$ cat config.mk
export PLATFORM = sky130hd
export DESIGN_NAME = avalon_burst_master_flat
export DESIGN_NICKNAME = d
export VERILOG_FILES = /design/src/rtl/avalon_burst_master_if.sv /design/src/rtl/avalon_burst_master.sv /design/src/flat_wrapper.sv
export SDC_FILE = /design/constraint.sdc
export NUM_CORES = 1
export LEC_CHECK = 0
export ABC_AREA = 0
export BUFFER_PORTS_ARGS = -buffer_cell sky130_fd_sc_hd__buf_2
export CAP_MARGIN = 20
export CORE_MARGIN = 2
export CORE_UTILIZATION = 35
export CTS_CLUSTER_SIZE = 14
export DETAILED_ROUTE_END_ITERATION = 10
export SETUP_SLACK_MARGIN = 0.5
export SLEW_MARGIN = 20
export SYNTH_ARGS = -nofsm -noshare
export SYNTH_HDL_FRONTEND = slang
export SYNTH_SLANG_ARGS = --single-unit
$ cat constraint.sdc
create_clock -name clk -period 4.55 [get_ports clk]
set_input_delay 0.2275 -clock clk [delete_from_list [all_inputs] [get_ports clk]]
set_output_delay 0.2275 -clock clk [all_outputs]
set_load 0.05 [all_outputs]
$ cat src/rtl/avalon_burst_master_if.sv
// avalon_burst_master_if: Avalon-MM bus between the burst master and a slave.
interface avalon_burst_master_if #(parameter int ADDR_W = 8);
   logic [ADDR_W-1:0] addr;
   logic              read;
   logic              write;
   logic [3:0]        byte_en;
   logic [31:0]       writedata;
   logic [31:0]       readdata;
   logic              waitrequest;
   logic              readdatavalid;
   modport master(output addr, read, write, byte_en, writedata, input readdata, waitrequest, readdatavalid);
   modport slave(input addr, read, write, byte_en, writedata, output readdata, waitrequest, readdatavalid);
endinterface

$ cat src/rtl/avalon_burst_master.sv
// avalon_burst_master: moves up to DEPTH words between a local buffer and an Avalon-MM slave.
module avalon_burst_master #(
   parameter int DEPTH   = 16,
   parameter int ADDR_W  = 8,
   parameter int TIMEOUT = 255
) (
   input  logic                  clk,
   input  logic                  rst,
   input  logic                  cmd_start_i,
   input  logic                  cmd_dir_i,
   input  logic [ADDR_W-1:0]     cmd_base_i,
   input  logic [4:0]            cmd_len_i,
   output logic                  busy_o,
   output logic                  done_o,
   output logic                  err_o,
   avalon_burst_master_if.master avm,
   input  logic                  buf_we_i,
   input  logic [3:0]            buf_addr_i,
   input  logic [31:0]           buf_wdata_i,
   output logic [31:0]           buf_rdata_o
);
   localparam int IW = $clog2(DEPTH);
   localparam int TW = $clog2(TIMEOUT + 1);
   localparam logic [4:0] DL = 5'(DEPTH);
   typedef enum logic [1:0] {IDLE, REQ, WAIT_DATA, FINISH} state_t;
   state_t            state_q, state_d;
   logic              dir_q, dir_d, err_q, err_d, last;
   logic [ADDR_W-1:0] base_q, base_d;
   logic [4:0]        len_q, len_d, idx_q, idx_d;
   logic [TW-1:0]     tmr_q, tmr_d;
   logic [31:0]       buf_q [DEPTH];
   always_comb begin
      state_d = state_q;
      dir_d   = dir_q;
      base_d  = base_q;
      len_d   = len_q;
      idx_d   = idx_q;
      tmr_d   = tmr_q;
      err_d   = err_q;
      last    = idx_q == len_q - 5'd1;
      case (state_q)
         IDLE: if (cmd_start_i) begin
            err_d   = cmd_len_i > DL;
            state_d = (cmd_len_i == 5'd0 || cmd_len_i > DL) ? FINISH : REQ;
            dir_d   = cmd_dir_i;
            base_d  = cmd_base_i;
            len_d   = cmd_len_i;
            idx_d   = '0;
         end
         REQ: if (!avm.waitrequest) begin
            tmr_d   = '0;
            state_d = dir_q ? (last ? FINISH : REQ) : WAIT_DATA;
            idx_d   = dir_q ? idx_q + 5'd1 : idx_q;
         end
         WAIT_DATA: if (avm.readdatavalid) begin
            state_d = last ? FINISH : REQ;
            idx_d   = idx_q + 5'd1;
         end else if (tmr_q == TW'(TIMEOUT - 1)) begin
            state_d = FINISH;
            err_d   = 1'b1;
         end else begin
            tmr_d = tmr_q + 1'b1;
         end
         FINISH: begin
            state_d = IDLE;
            err_d   = 1'b0;
         end
      endcase
   end
   // Bus outputs decode straight from registered state so reset clears them without a clock edge.
   assign busy_o        = state_q == REQ || state_q == WAIT_DATA;
   assign done_o        = state_q == FINISH;
   assign err_o         = done_o && err_q;
   assign avm.read      = state_q == REQ && !dir_q;
   assign avm.write     = state_q == REQ && dir_q;
   assign avm.byte_en   = state_q == REQ ? 4'hF : 4'h0;
   assign avm.addr      = state_q == REQ ? base_q + ADDR_W'(idx_q) : '0;
   assign avm.writedata = avm.write ? buf_q[idx_q[IW-1:0]] : '0;
   always_ff @(posedge clk or posedge rst) begin
      if (rst) begin
         state_q     <= IDLE;
         dir_q       <= 1'b0;
         base_q      <= '0;
         len_q       <= '0;
         idx_q       <= '0;
         tmr_q       <= '0;
         err_q       <= 1'b0;
         buf_rdata_o <= '0;
      end else begin
         state_q     <= state_d;
         dir_q       <= dir_d;
         base_q      <= base_d;
         len_q       <= len_d;
         idx_q       <= idx_d;
         tmr_q       <= tmr_d;
         err_q       <= err_d;
         buf_rdata_o <= buf_q[buf_addr_i];
      end
   end
   // The engine owns the buffer while busy; user writes only land when idle.
   always_ff @(posedge clk) begin
      if (state_q == WAIT_DATA && avm.readdatavalid)
         buf_q[idx_q[IW-1:0]] <= avm.readdata;
      else if (buf_we_i && !busy_o)
         buf_q[buf_addr_i] <= buf_wdata_i;
   end
endmodule

$ cat src/flat_wrapper.sv
// flat-port wrapper written by rule: the top's interface ports become plain ports
module avalon_burst_master_flat 
#(
   parameter int DEPTH   = 16,
   parameter int ADDR_W  = 8,
   parameter int TIMEOUT = 255
)
  (clk, rst, cmd_start_i, cmd_dir_i, cmd_base_i, cmd_len_i, busy_o, done_o, err_o, buf_we_i, buf_addr_i, buf_wdata_i, buf_rdata_o, avm_addr, avm_read, avm_write, avm_byte_en, avm_writedata, avm_readdata, avm_waitrequest, avm_readdatavalid);
  avalon_burst_master_if #(.ADDR_W(ADDR_W)) avm_i ();
  input  logic clk;
  input  logic rst;
  input  logic cmd_start_i;
  input  logic cmd_dir_i;
  input  logic [ADDR_W-1:0] cmd_base_i;
  input  logic [4:0] cmd_len_i;
  output logic busy_o;
  output logic done_o;
  output logic err_o;
  input  logic buf_we_i;
  input  logic [3:0] buf_addr_i;
  input  logic [31:0] buf_wdata_i;
  output logic [31:0] buf_rdata_o;
  output wire logic [$bits(avm_i.addr)-1:0] avm_addr;
  output wire logic [$bits(avm_i.read)-1:0] avm_read;
  output wire logic [$bits(avm_i.write)-1:0] avm_write;
  output wire logic [$bits(avm_i.byte_en)-1:0] avm_byte_en;
  output wire logic [$bits(avm_i.writedata)-1:0] avm_writedata;
  input wire logic [$bits(avm_i.readdata)-1:0] avm_readdata;
  input wire logic [$bits(avm_i.waitrequest)-1:0] avm_waitrequest;
  input wire logic [$bits(avm_i.readdatavalid)-1:0] avm_readdatavalid;
  assign avm_addr = avm_i.addr;
  assign avm_read = avm_i.read;
  assign avm_write = avm_i.write;
  assign avm_byte_en = avm_i.byte_en;
  assign avm_writedata = avm_i.writedata;
  assign avm_i.readdata = avm_readdata;
  assign avm_i.waitrequest = avm_waitrequest;
  assign avm_i.readdatavalid = avm_readdatavalid;
  avalon_burst_master #(.DEPTH(DEPTH), .ADDR_W(ADDR_W), .TIMEOUT(TIMEOUT)) u_core (.clk(clk), .rst(rst), .cmd_start_i(cmd_start_i), .cmd_dir_i(cmd_dir_i), .cmd_base_i(cmd_base_i), .cmd_len_i(cmd_len_i), .busy_o(busy_o), .done_o(done_o), .err_o(err_o), .avm(avm_i), .buf_we_i(buf_we_i), .buf_addr_i(buf_addr_i), .buf_wdata_i(buf_wdata_i), .buf_rdata_o(buf_rdata_o));
endmodule
### Yosys cells after proc, flatten, opt, wreduce, memory -nomap -nowiden

Memories as Yosys holds them, arrays and structs flattened. A register that Yosys moved wholly into a read port is not among the register bits.
Cells that the tools add are included.

| word-level totals | value |
|---|---|
| input port bits | 88 |
| flip-flop bits (word level) | 30 |
| memories | 1 |
| output and inout port bits | 81 |
| word-level logic and storage cells | 78 |
| RAM bits | 512 |

| cells by class | value |
|---|---|
| equal/unequal tests | 13 |
| reductions and logical operators | 20 |
| add/sub/neg operators | 4 |
| order comparisons | 1 |
| muxes and demuxes | 32 |

Memories:

| name | depth | bits a word | rd ports | clocked after memory_dff | wr ports | RTL line | text |
|---|---|---|---|---|---|---|---|
| u_core.buf_q | 16 | 32 | 2 | 1 | 1 | avalon_burst_master.sv:31 | `logic [31:0] buf_q [DEPTH];` |

Operator list:

| kind | count |
|---|---|
| $mux W32 | 2 |
| $mux W8 | 4 |
| $reduce_or A32 Y1 | 1 |
| $mux W5 | 4 |
| $pmux W8 S2 | 1 |
| $pmux W5 S3 | 1 |
| $mux W2 | 7 |
| $ne A2 B2 Y1 const B | 5 |
| $mux W1 | 9 |
| $add A8 B1 Y8 const B | 1 |
| $add A8 B5 Y8 | 1 |
| $eq A8 B8 Y1 const B | 1 |
| $mux W4 | 2 |
| $pmux W2 S4 | 1 |
| $reduce_and A4 Y1 | 2 |
| $reduce_bool A3 Y1 | 2 |
| $add A5 B1 Y5 const B | 1 |
| $eq A5 B5 Y1 | 1 |
| $gt A5 B5 Y1 const B | 1 |
| $logic_and A1 B1 Y1 | 5 |
| $logic_not A5 Y1 | 1 |
| $reduce_and A5 Y1 | 1 |
| $sub A5 B1 Y5 const B | 1 |
| $eq A2 B2 Y1 const B | 2 |
| other kinds (10) | 13 |

### Longest topological paths before layout

Gate-level depths: netlist of run 1.

| depth | value |
|---|---|
| depth in word-level cells | 9 |
| mapped depth | 8 |
| depth with buffers taken out | 7 |

### Least setup slack after synthesis of run 1

OpenSTA, ideal clock, no wires.

| timing | value |
|---|---|
| path type | flip-flop to flip-flop |
| start point | register u_core.state_q[1] |
| end point | memory u_core.buf_q[11][0] (enable) |
| period minus slack after synthesis | 3.689 ns |
| arrival | 3.268 ns |
| data required time | 4.129 ns |
| path buffers | 1 |
| library setup time | 0.421 ns |
| stages on the path, launching flop included | 7 |
| path slack | 0.861 ns |
| path through | dfrtp_1 inv_1 ha_1 nand3b_1 clkbuf_1 a31oi_1 nor2_1 |

| on the way | value |
|---|---|
| word-level cells in the longest chain between the ends | 9 |
| elaborated cells on any way between the ends | 14 |
| those cells by class | eq/ne: 2; mux: 7; reduce/logical: 5 |

Ends and longest elaborated chain:

| item | RTL line | text |
|---|---|---|
| from (decl) | avalon_burst_master.sv:26 | `state_t state_q, state_d;` |
| from (signal assigned) | avalon_burst_master.sv:90 | `state_q <= state_d;` |
| $eq A2 B1 Y1 or $eq A2 B2 Y1 (tied branches) | avalon_burst_master.sv:71 | `assign busy_o = state_q == REQ \|\| state_q == WAIT_DATA;` |
| $logic_or A1 B1 Y1 * | avalon_burst_master.sv:71 |  |
| named net busy_o | flat_wrapper.sv:16 | `output logic busy_o;` |
| $logic_not A1 Y1 * | avalon_burst_master.sv:104 | `else if (buf_we_i && !busy_o)` |
| $logic_and A1 B1 Y1 * | avalon_burst_master.sv:104 |  |
| $mux W1 * | avalon_burst_master.sv:104 |  |
| $mux W1 * | avalon_burst_master.sv:102 | `if (state_q == WAIT_DATA && avm.readdatavalid)` |
| $mux W1 (implied by the code) * | avalon_burst_master.sv:105 | `buf_q[buf_addr_i] <= buf_wdata_i;` |
| $reduce_or A32 Y1 (no line) | n/a |  |
| $mux W4 (no line) or $mux W1 (tied branches) | n/a |  |
| to (decl) | avalon_burst_master.sv:31 |  |

The timed path passes the listed nets; every way through them passes the cells marked *.

### Final worst setup path of run 1

| timing | value |
|---|---|
| start point | register u_core.state_q[1] |
| end point | output avm_writedata[30] |

| on the way | value |
|---|---|
| word-level cells in the longest chain between the ends | 3 |

Ends and longest elaborated chain:

| item | RTL line | text |
|---|---|---|
| $eq A2 B1 Y1 | avalon_burst_master.sv:75 | `assign avm.write = state_q == REQ && dir_q;` |
| $logic_and A1 B1 Y1 | avalon_burst_master.sv:75 |  |
| $mux W32 | avalon_burst_master.sv:78 | `assign avm.writedata = avm.write ? buf_q[idx_q[IW-1:0]] : '0;` |
| to (decl) | flat_wrapper.sv:27 | `output wire logic [$bits(avm_i.writedata)-1:0] avm_writedata;` |

No other way between the ends.

==> results of run 1 <==
## timing repair
action / in CTS / in global routing
setup endpoints to repair: 0 / 1
resized for setup: 0 / 1
hold buffers: 17 / 0
endpoints found under the hold margin: 37 / 0
## per-stage QoR
| stage | instance area [µm²] | worst slack [ns] | power (W) | utilization, % | std cells |
|---|---|---|---|---|---|
| after CTS | 31100 | 0.641 | 0.0182 | 40.9 | 2736 |
| after global placement | 29000 | 1.12 | 0.0132 | 38.1 | 2609 |
| final | 31100 | 0.667 | 0.0180 | 40.9 | 2736 |
| after detailed placement | 29000 | 1.02 | 0.0133 | 38.1 | 2609 |
| after floorplan | 27000 | 0.861 | 0.0115 | - | 1464 |
| after global routing | 31100 | 0.496 | 0.0189 | 40.9 | 2736 |
## worst min-delay path: stages
cell	delay, ns
buf_2	0.16
o21ai_0	0.13
a31oi_1	0.13
## final cells by class
class / instances / area, µm² / share of cell area, %
clock inverter: 20 / 250 / 0.805
tap: 1030 / 1290 / 4.14
timing repair buffer: 238 / 1510 / 4.85
sequential: 574 / 16900 / 54.5
inverter: 16 / 61.3 / 0.197
multi-input combinational: 768 / 9350 / 30.1
clock buffer: 90 / 1700 / 5.48
## metal layers
layer  vias up  wire, µm  part of all wire (%)
met2       611     35300                    49
met3       106      5030                   6.9
met1      8161     30100                    42
met4         6      1860                   2.6
li1       6438         -                     -
met5         -        34                 0.047
## power groups by stage
stage	clock (W)	combinational, W	sequential [W]
after global placement	0	0.00570	0.00749
after detailed placement	0	0.00578	0.00751
final	0.00487	0.00572	0.00741
after CTS	0.00498	0.00580	0.00741
after global routing	0.00517	0.00619	0.00748
after floorplan	0	0.00412	0.00737
## cell families (layout without fill, tap and decap cells)
| logic type | count (synthesis) | after routing | synth area share (%) |
|---|---|---|---|
| DFF | 574 | 574 | 62.7 |
| and+or+nand+nor | 348 | 348 | 5.58 |
| muxes | 305 | 305 | 25.0 |
| buffers and inverters | 122 | 364 | 3.10 |
| AOI/OAI and AO/OA | 88 | 88 | 2.48 |
| adders and majority gates | 16 | 16 | 0.770 |
| xor gates and xnor gates | 11 | 11 | 0.357 |
## cell usage in the layout, fill, tap and decap left out, types with 14 or more instances in the layout
master	netlist	final
ha_1	15	15
clkbuf_16	0	60
o21ai_0	15	15
and3_1	35	35
nor2_4	0	16
nand2_1	242	241
mux2_2	14	14
mux4_1	19	19
dlygate4sd3_1	0	17
clkbuf_1	38	21
edfxtp_1	512	512
buf_4	12	47
buf_2	21	166
a311oi_1	32	31
dfrtp_1	62	58
mux4_2	269	269
## synthesized netlist by cell type, types with 12 or more instances
| master | number |
|---|---|
| edfxtp_1 | 512 |
| mux4_2 | 269 |
| nand2_1 | 242 |
| dfrtp_1 | 62 |
| clkbuf_1 | 38 |
| and3_1 | 35 |
| a311oi_1 | 32 |
| nor2_1 | 26 |
| buf_2 | 21 |
| mux4_1 | 19 |
| ha_1 | 15 |
| o21ai_0 | 15 |
| inv_1 | 14 |
| mux2_2 | 14 |
| buf_4 | 12 |
## sequential cells by signal, summed over array words and instances, names as in the netlist
register	count
u_core.idx_q	5
u_core.base_q	8
u_core.len_q	5
u_core.state_q	2
u_core.dir_q	1
u_core.buf_q	512
u_core.tmr_q	8
u_core.err_q	1
u_core.buf_rdata_o	32
## path summary, 6_finish.rpt
path | depth (start not counted) | to | slack [ns]
max | 5 | avm_writedata[30] | 0.67
min | 3 | u_core.err_q$_DFFE_PP0P_ | 0.09
max reg2reg | 10 | u_core.buf_q[15][26]$_DFFE_PP_ | 0.95
min reg2reg | 1 | u_core.base_q[2]$_DFFE_PP0P_ | 0.52
max in group asynchronous | 4 | u_core.idx_q[2]$_DFFE_PP0P_ | 3.30
min in group asynchronous | 3 | u_core.buf_rdata_o[20]$_DFF_PP0_ | 0.17
==> summary.txt, run 1 <==
Cells and area
  • Share of post-route cells with drive strength above 1: about 36%
  • Antenna diode instance count: 0
  • Filler cell count: 6830
  • # nets final: 1761
  • Area Growth Syn to Fin: 15.3%

Worst setup path
  • Largest driver fanout on the critical path: 22
  • Slowest stage cell on the critical path: a311oi_1
  • Count of buffer and inverter cells on the critical path: 2
  • Crit path max-delay family: compound AO/OA/AOI/OAI gates
  • Worst reg2reg startpoint: u_core.state_q[0]$_DFFE_PP0P_
  • Beginning of the critical path: u_core.state_q[1]$_DFFE_PP0P_
  • Type of element launching the critical path: flip-flop
  • Worst stage delay on the critical path: 0.81 ns
  • Data required, critical path: 4.32 ns
  • Worst setup path category: reg -> out
  • Ordered cell list for the critical path: inv_1 -> ha_1 -> nand2_2 -> a311oi_1 -> buf_2
  • CP endpoint kind: primary output
  • Arrival time at the worst endpoint: approximately 3.7 ns

STA
  • Portion of the clock cycle consumed by the worst path in the final layout: a little under nine tenths
  • Clock period minus final worst setup slack: 3.88 ns
  • Total of endpoints with negative setup slack in the final report: 0
  • Worst-case hold slack: 0.0854 ns
  • Number of pins with negative max-slew slack in the final report: 0
  • Highest clock rate: 0.258 GHz
  • RSZ-0062 raised after global routing: true
  • Total negative slack for setup checks: 0 ns
  • Final setup skew: 0.0278 ns
  • Worst slew slack as a fraction of its limit: 34.5%
  • Final count of hold timing violations: 0
  • Transition time at the pin with the least slew margin: around 0.98 ns

Power
  • Leakage power total: 10.5 nW
  • Switching Power: 0.00610 W
  • Maximum vdd drop: 367 µV
  • Power density normalized to cell area: 579 nW/µm²
  • Comb power frac: 31.8%
  • Sw Ratio: 33.9%
  • Fraction of power consumed by the clock network: 27.1%
  • Part of the total power dissipated in sequential elements: 41.1%
  • Pint: 0.0119 W

Clocking
  • Clock Tree Buf Depth: 3
  • Inserted Clock Buffers: 59
  • CTS tree: done
  • Clock root buffer: clkbuf_16
  • TritonCTS sink count: 574
  • Deepest level of the CTS H-tree: 2
  • Clock slew seen by the registers of the worst setup and hold paths: 0.06 ns
  • Clock latency at the later pin of the worst-skew pair: 0.63 ns
  • Post-CTS Repair Setup Buffers: 0

Global route
  • Antenna violations before repair: 4
  • Layer with the highest usage after global routing: met2
  • Global-route wire length before repair: 107000 µm
  • GRT Overall Usage: 18.5%
  • Largest net degree at the start of global routing: 67
  • Met1 routing resource usage after global routing: 25.1%
  • Sum of overflow across all layers after global routing: 0
  • Via count of the first global-routing pass: ~16000
  • Global routing met3 resource utilization: 3.48%
  • Met2 routing resource usage after global routing: 30.3%

Die
  • Die footprint: just under 80000 µm²
  • Die span in y: 282 µm
  • Die Span X: 282 µm
  • Floorplan row count: approximately 100
  • Starting Density: 35.5%
  • CORE AREA: 76100 µm²
  • Number of I/O pins: 169

Synth
  • Async set-or-reset flop fraction in the synthesized netlist: approximately 11%
  • Number of warning messages in the yosys log: 0
  • Post-Synthesis Cell Area: 27000 µm²
  • Part of the Yosys area used for sequential elements: a little over three fifths
  • Net count of the mapped netlist: about 1600
  • EDFF count, synth: 512
  • Average instance area after synthesis: ~18 µm²
  • Flip-flop cell with the highest count after synthesis: edfxtp_1
  • Largest area contributor in the netlist: edfxtp_1
  • Top cell type's share of synthesized area: 57.0%
  • Number of synthesized register bits: 574
  • Distinct cell type count after synthesis: 58
  • Ranking of synthesized cells by area: edfxtp_1 57%, mux4_2 22%, dfrtp_1 5.7%
  • Post-Synthesis Cells: between 1000 and 1500

Detailed routing
  • Aggregate routed wire length: around 72000 µm
  • Final routed DRC violation total: 0
  • Post-route antenna net violation count: 0
  • Via count of the routed design: 15300
  • Number of DRC markers in iteration 0: about 1500
  • Final routed wire length divided by cell count: 26.5 µm
  • First-pass detailed-route iteration total: 5
  • Routed vias/inst: 5.60

Placed design
  • Final weighted congestion of routability-driven global placement: around 0.8
  • Post-detail-place hpwl: roughly 45000 µm
  • IO Port Bufs: 168

Run status
  • Status: complete, no violations

Flow run
  • Number of violations of the max-capacitance limit: 0

Hold path
  • Start point of the worst min-delay path: avm_readdatavalid
  • Worst min path class: in -> reg
Note: power is estimated with default switching activity, not from simulation.
==> inputs of run 2 (changes only) <==
--- a/config.mk
+++ b/config.mk
@@ -10,6 +10,7 @@
 export CAP_MARGIN = 20
 export CORE_MARGIN = 2
 export CORE_UTILIZATION = 35
+export CTS_BUF_LIST = sky130_fd_sc_hd__clkbuf_16
 export CTS_CLUSTER_SIZE = 14
 export DETAILED_ROUTE_END_ITERATION = 10
 export SETUP_SLACK_MARGIN = 0.5
==> run 2 against run 1 <==
Final cell count unchanged. Maximum frequency increased by 0.74%. Worst setup slack improved by 0.028 ns. Flip-flop and latch count unchanged.
==> summary.txt, run 2 (synthesis gave the netlist of run 1 again) <==
Cells and area
  • Filler cell count: 6831
  • Number of flip-flops under the largest register name: 512
  • Most flops, register: u_core.buf_q
  • Most common cell after layout, fill and taps aside: edfxtp_1
  • Share of post-route cells with drive strength above 1: 35.7%
  • Antenna diode instance count: 0
  • Area Growth Syn to Fin: 14.9%
  • # nets final: between 1500 and 2000
  • Final standard cell utilization of the core: between 40% and 50%
  • Registers with the most flip-flops: u_core.buf_q (512), u_core.buf_rdata_o (32)
  • Commonest cells after routing, fill and taps aside: 512 x edfxtp_1, 269 x mux4_2, 241 x nand2_1, 166 x buf_2, 60 x clkbuf_16

Detailed routing
  • Number of DRC markers in iteration 0: 1489
  • Post-route antenna net violation count: 0
  • First-pass detailed-route iteration total: 5
  • Aggregate routed wire length: 72600 µm
  • Via count of the routed design: 15300
  • Final routed wire length divided by cell count: 26.5 µm
  • Routed vias/inst: 5.61
  • Final routed DRC violation total: 0

Global route
  • Largest net degree at the start of global routing: 67
  • Antenna violations before repair: 4
  • GRT Overall Usage: 18.4%
  • Via count of the first global-routing pass: 16100
  • Sum of overflow across all layers after global routing: 0
  • Global-route wire length before repair: 107000 µm

Die
  • Die Span X: around 280 µm
  • CORE AREA: 76100 µm²
  • Floorplan row count: 101
  • Number of I/O pins: 169
  • Die footprint: between 70000 and 80000 µm²
  • Starting Density: between 30% and 40%
  • Die span in y: 282 µm

Hold path
  • Start point of the worst min-delay path: avm_readdatavalid
  • Worst min path class: in -> reg

Clocking
  • TritonCTS sink count: 574
  • Clock root buffer: clkbuf_16
  • Clock slew seen by the registers of the worst setup and hold paths: 0.06 ns
  • Post-CTS Repair Setup Buffers: 0
  • CTS tree: done
  • Clock latency at the later pin of the worst-skew pair: 0.63 ns
  • Inserted Clock Buffers: 59
  • Deepest level of the CTS H-tree: 2
  • Clock Tree Buf Depth: 3

STA
  • Worst-case setup margin in the final layout: ~0.70 ns
  • Worst-case hold slack: 0.0877 ns
  • Total of endpoints with negative setup slack in the final report: 0
  • Portion of the clock cycle consumed by the worst path in the final layout: 84.7%
  • Highest clock rate: 0.259 GHz
  • Final count of hold timing violations: 0
  • RSZ-0062 raised after global routing: true
  • Clock period minus final worst setup slack: 3.85 ns
  • Transition time at the pin with the least slew margin: between 0.9 and 1 ns
  • Final setup skew: 0.0296 ns
  • Worst slew slack as a fraction of its limit: 33.8%
  • Number of pins with negative max-slew slack in the final report: 0
  • Total negative slack for setup checks: 0 ns

Power
  • Power density normalized to cell area: about 570 nW/µm²
  • Maximum vdd drop: 368 µV
  • Switching Power: ~0.0061 W
  • Part of the total power dissipated in sequential elements: 41.6%
  • Pint: 0.0117 W
  • Sw Ratio: 34.3%
  • Comb power frac: 32.2%
  • Leakage power total: ~11 nW
  • Fraction of power consumed by the clock network: 26.2%

Worst setup path
  • Worst reg2reg startpoint: u_core.state_q[0]$_DFFE_PP0P_
  • Beginning of the critical path: u_core.state_q[1]$_DFFE_PP0P_
  • Crit path max-delay family: compound AO/OA/AOI/OAI gates
  • Worst stage delay on the critical path: 0.80 ns
  • Count of buffer and inverter cells on the critical path: 2
  • CP endpoint kind: primary output
  • Arrival time at the worst endpoint: 3.63 ns
  • Ordered cell list for the critical path: inv_1 -> ha_1 -> nand2_2 -> a311oi_1 -> buf_2
  • Slowest stage cell on the critical path: a311oi_1
  • Data required, critical path: 4.32 ns
  • Worst setup path category: reg -> out
  • Largest driver fanout on the critical path: 22
  • Type of element launching the critical path: flip-flop

Run status
  • Status: complete, no violations

Placed design
  • Final weighted congestion of routability-driven global placement: 0.802
  • Post-detail-place hpwl: roughly 45000 µm
  • Setup slack after placement: roughly 1.0 ns
  • IO Port Bufs: 168

Flow run
  • Number of violations of the max-capacitance limit: 0
[run 2: cell count changes in the layout (fill, tap and decap cells not counted)]
cell      delta
clkbuf_1    -21
inv_1       +21
clkbuf_8     -9
clkinv_1     +9
[run 2: final timing paths]
kind                            depth (start not counted)  slack (ns)                          endpoint
worst max-delay path                                    5        0.70                 avm_writedata[30]
worst min-delay path                                    3        0.09          u_core.err_q$_DFFE_PP0P_
worst max register to register                         10        0.95    u_core.buf_q[15][26]$_DFFE_PP_
worst min register to register                          1        0.51      u_core.base_q[2]$_DFFE_PP0P_
max in group asynchronous                               4        3.30       u_core.idx_q[1]$_DFFE_PP0P_
min in group asynchronous                               3        0.17  u_core.buf_rdata_o[20]$_DFF_PP0_
[run 2: repair_timing]
| item | in CTS | in global routing |
|---|---|---|
| hold buffers | 17 | 0 |
| endpoints found under the hold margin | 37 | 0 |
| endpoints found under the setup margin | 0 | 1 |
| gates resized for setup | 0 | 1 |
[run 2: worst register-to-register path: cells and delay by family (launching register included)]
| family | cells | cell delay, ns |
|---|---|---|
| AOI/OAI and AO/OA | 1 | 0.23 |
| DFF | 1 | 0.44 |
| adders and majority gates | 1 | 0.16 |
| and+or+nand+nor | 4 | 1.46 |
| buffers and inverters | 4 | 1.00 |
[run 2: power groups by stage]
stage / Combinational, W / Clock, W / Sequential (W)
after floorplan: 0.00412 / 0 / 0.00737
after global placement: 0.00570 / 0 / 0.00749
after detailed placement: 0.00578 / 0 / 0.00751
after CTS: 0.00580 / 0.00477 / 0.00741
after global routing: 0.00619 / 0.00497 / 0.00748
final: 0.00573 / 0.00467 / 0.00741
[run 2: routing by layer]
metal | GRT usage (%) | vias up | share of wire [%]
met5 | 0 | - | 0.047
met4 | 5.28 | 6 | 2.5
met3 | 3.43 | 101 | 6.9
met2 | 30.4 | 611 | 49
met1 | 25.1 | 8186 | 41
li1 | - | 6445 | -
[run 2: area by class of cell]
cell class / instances / area, µm² / share of cell area, %
Sequential cell: 574 / 16900 / 54.6
Multi-Input combinational cell: 768 / 9350 / 30.2
Timing Repair Buffer: 238 / 1510 / 4.86
Clock buffer: 60 / 1500 / 4.84
Tap cell: 1030 / 1290 / 4.16
Clock inverter: 50 / 363 / 1.17
Inverter: 16 / 61.3 / 0.198
[run 2: through the flow]
step	power, W	area [µm²]	cells
floorplan	0.0115	27000	1464
global placement	0.0132	29000	2609
detailed placement	0.0133	29000	2609
CTS	0.0180	31000	2736
global route	0.0186	31000	2736
finish	0.0178	31000	2736
==> inputs of run 3 (changes only) <==
==> constraint.sdc (replaced) <==
create_clock -name clk -period 3.8 [get_ports clk]
set_input_delay 0.19 -clock clk [delete_from_list [all_inputs] [get_ports clk]]
set_output_delay 0.19 -clock clk [all_outputs]
set_load 0.05 [all_outputs]
==> run 3 against run 2 <==
Via count increased by 2.1%. Utilization increased by 0.88 points. Clock-buffer cell count increased by 2. Critical path depth unchanged.
==> summary.txt, run 3 (synthesis gave the netlist of run 1 again) <==
Run status
  • Status: complete, no violations

Die
  • Number of I/O pins: 169
  • Die Span X: between 200 and 300 µm
  • Die footprint: 79300 µm²
  • Starting Density: 35.5%
  • Floorplan row count: 101
  • CORE AREA: around 76000 µm²
  • Die span in y: roughly 280 µm

Global route
  • Antenna violations before repair: 2
  • Global-route wire length before repair: 111000 µm
  • Via count of the first global-routing pass: ~16000
  • Largest net degree at the start of global routing: 61
  • GRT Overall Usage: 19.1%
  • Sum of overflow across all layers after global routing: 0

Cells and area
  • Commonest cells after routing, fill and taps aside: 512 x edfxtp_1, 269 x mux4_2, 241 x nand2_1, 164 x buf_2, 62 x clkbuf_16
  • Share of post-route cells with drive strength above 1: 37.5%
  • Filler cell count: 6775
  • Most flops, register: u_core.buf_q
  • Finished Cell Area: around 32000 µm²
  • Area Growth Syn to Fin: 17.4%
  • # nets final: 1783
  • Antenna diode instance count: 0
  • Most common cell after layout, fill and taps aside: edfxtp_1
  • Number of flip-flops under the largest register name: 512
  • Registers with the most flip-flops: u_core.buf_q (512), u_core.buf_rdata_o (32)
  • Final standard cell utilization of the core: between 40% and 50%

Worst setup path
  • Slowest stage cell on the critical path: dfrtp_4
  • Largest driver fanout on the critical path: 24
  • Arrival time at the worst endpoint: 3.06 ns
  • Ordered cell list for the critical path: buf_4 -> mux4_2 -> nand2_1 -> a311oi_1 -> buf_2
  • Crit path max-delay family: buffers and inverters
  • Type of element launching the critical path: flip-flop
  • Count of buffer and inverter cells on the critical path: 2
  • Worst stage delay on the critical path: 0.75 ns
  • Worst setup path category: reg -> out
  • CP endpoint kind: primary output
  • Worst reg2reg startpoint: u_core.state_q[0]$_DFFE_PP0P_
  • Reg-to-Reg End: u_core.buf_q[6][29]$_DFFE_PP_
  • Reg2Reg Depth: 9
  • Worst setup slack for register-to-register paths: 0.72 ns
  • Data required, critical path: 3.61 ns

Detailed routing
  • Final routed wire length divided by cell count: about 27 µm
  • Final routed DRC violation total: 0
  • Aggregate routed wire length: 75700 µm
  • Highest metal used: met5
  • First-pass detailed-route iteration total: 5
  • Met3 routed wirelength: 5570 µm
  • M1 wire length: around 31000 µm
  • Number of DRC markers in iteration 0: 1779
  • Post-route antenna net violation count: 0
  • Via count of the routed design: 15700
  • Routed vias/inst: 5.68
  • Routed met2 length: 37000 µm

Clocking
  • Clock Tree Buf Depth: 3
  • Inserted Clock Buffers: 61
  • CTS tree: done
  • Clock root buffer: clkbuf_16
  • TritonCTS sink count: 574
  • Clock latency at the later pin of the worst-skew pair: 0.66 ns
  • Clock slew seen by the registers of the worst setup and hold paths: 0.07 ns
  • Deepest level of the CTS H-tree: 2

Placed design
  • Placement-stage cell area: 29200 µm²
  • Post-detail-place hpwl: about 48000 µm
  • Setup slack after placement: 0.597 ns
  • IO Port Bufs: 168
  • Final weighted congestion of routability-driven global placement: 0.835

STA
  • Number of pins with negative max-slew slack in the final report: 0
  • Portion of the clock cycle consumed by the worst path in the final layout: 85.5%
  • Total of endpoints with negative setup slack in the final report: 0
  • Worst slew slack as a fraction of its limit: 33.1%
  • Highest clock rate: 0.308 GHz
  • RSZ-0062 raised after global routing: true
  • Total negative slack for setup checks: 0 ns
  • Clock period minus final worst setup slack: 3.25 ns
  • Final setup skew: 0.0540 ns
  • Transition time at the pin with the least slew margin: 0.999 ns
  • Final count of hold timing violations: 0
  • Worst-case setup margin in the final layout: 0.549 ns

Hold path
  • Hold Path Cell Cnt: 3
  • Worst min path class: in -> reg
  • Start point of the worst min-delay path: avm_readdatavalid
  • Sink of the worst hold path: u_core.err_q$_DFFE_PP0P_

Flow run
  • Number of violations of the max-capacitance limit: 0

Power
  • Leakage power total: 10.8 nW
  • Power density normalized to cell area: 715 nW/µm²
  • Maximum vdd drop: 461 µV
run 3: cell types whose count changed in the layout (fill, tap and decap cells not counted), sizes merged:
cell and delta:
buf +20, clkinv -5, bufinv +9, clkbuf +2, inv -8, clkinvlp +6
run 3: worst min-delay path, delay by kind of cell:
family                 cells  cell delay, ns
buffers and inverters      1            0.16
AOI/OAI and AO/OA          2            0.33
run 3: metrics by stage:
step | total power (W) | hold slack, ns | instances
floorplan | 0.0138 | 0.341 | 1464
global placement | 0.0160 | 0.295 | 2618
detailed placement | 0.0161 | 0.296 | 2618
CTS | 0.0228 | 0.0250 | 2753
global route | 0.0236 | 0.0845 | 2760
finish | 0.0227 | 0.0781 | 2760
run 3: worst max-delay path by stage:
stage / start / to / slack, ns / cells after the start
2_1_floorplan: u_core.state_q[1]$_DFFE_PP0P_ / u_core.buf_q[11][0]$_DFFE_PP_ / 0.11 / 6
3_3_place_gp: u_core.state_q[0]$_DFFE_PP0P_ / u_core.buf_q[14][19]$_DFFE_PP_ / 0.64 / 7
3_5_place_dp: u_core.state_q[1]$_DFFE_PP0P_ / u_core.buf_q[11][4]$_DFFE_PP_ / 0.60 / 6
4_1_cts: u_core.idx_q[1]$_DFFE_PP0P_ / avm_writedata[18] / 0.49 / 5
5_1_grt: u_core.idx_q[0]$_DFFE_PP0P_ / avm_writedata[19] / 0.46 / 6
6_report: u_core.idx_q[1]$_DFFE_PP0P_ / avm_writedata[17] / 0.55 / 5
run 3: power breakdown:
part,switching [W],internal (W)
Clock,0.00262,0.00394
Combinational,0.00468,0.00272
Sequential,0.000406,0.00831
Total,0.00770,0.0150
run 3: metal layers:
| metal | track usage [%] | up-vias |
|---|---|---|
| met5 | 0 | - |
| met4 | 4.84 | 2 |
| met3 | 3.75 | 121 |
| met2 | 31.4 | 677 |
| met1 | 26.3 | 8380 |
| li1 | - | 6490 |
run 3: final cells by class:
class / count / area [µm²] / share of cell area, %
inverter: 16 / 63.8 / 0.201
sequential: 574 / 16900 / 53.5
timing repair buffer: 258 / 1810 / 5.71
tap: 1030 / 1290 / 4.07
clock buffer: 62 / 1550 / 4.90
clock inverter: 52 / 668 / 2.11
multi-input combinational: 768 / 9370 / 29.6
run 3: what timing repair did:
action | CTS | global route
gates resized for setup | 5 | 3
buffers inserted | 4 | 7
pin swaps | 0 | 0
setup endpoints to repair | 28 | 261
endpoints found under the hold margin | 51 | 0
hold buffers | 17 | 0
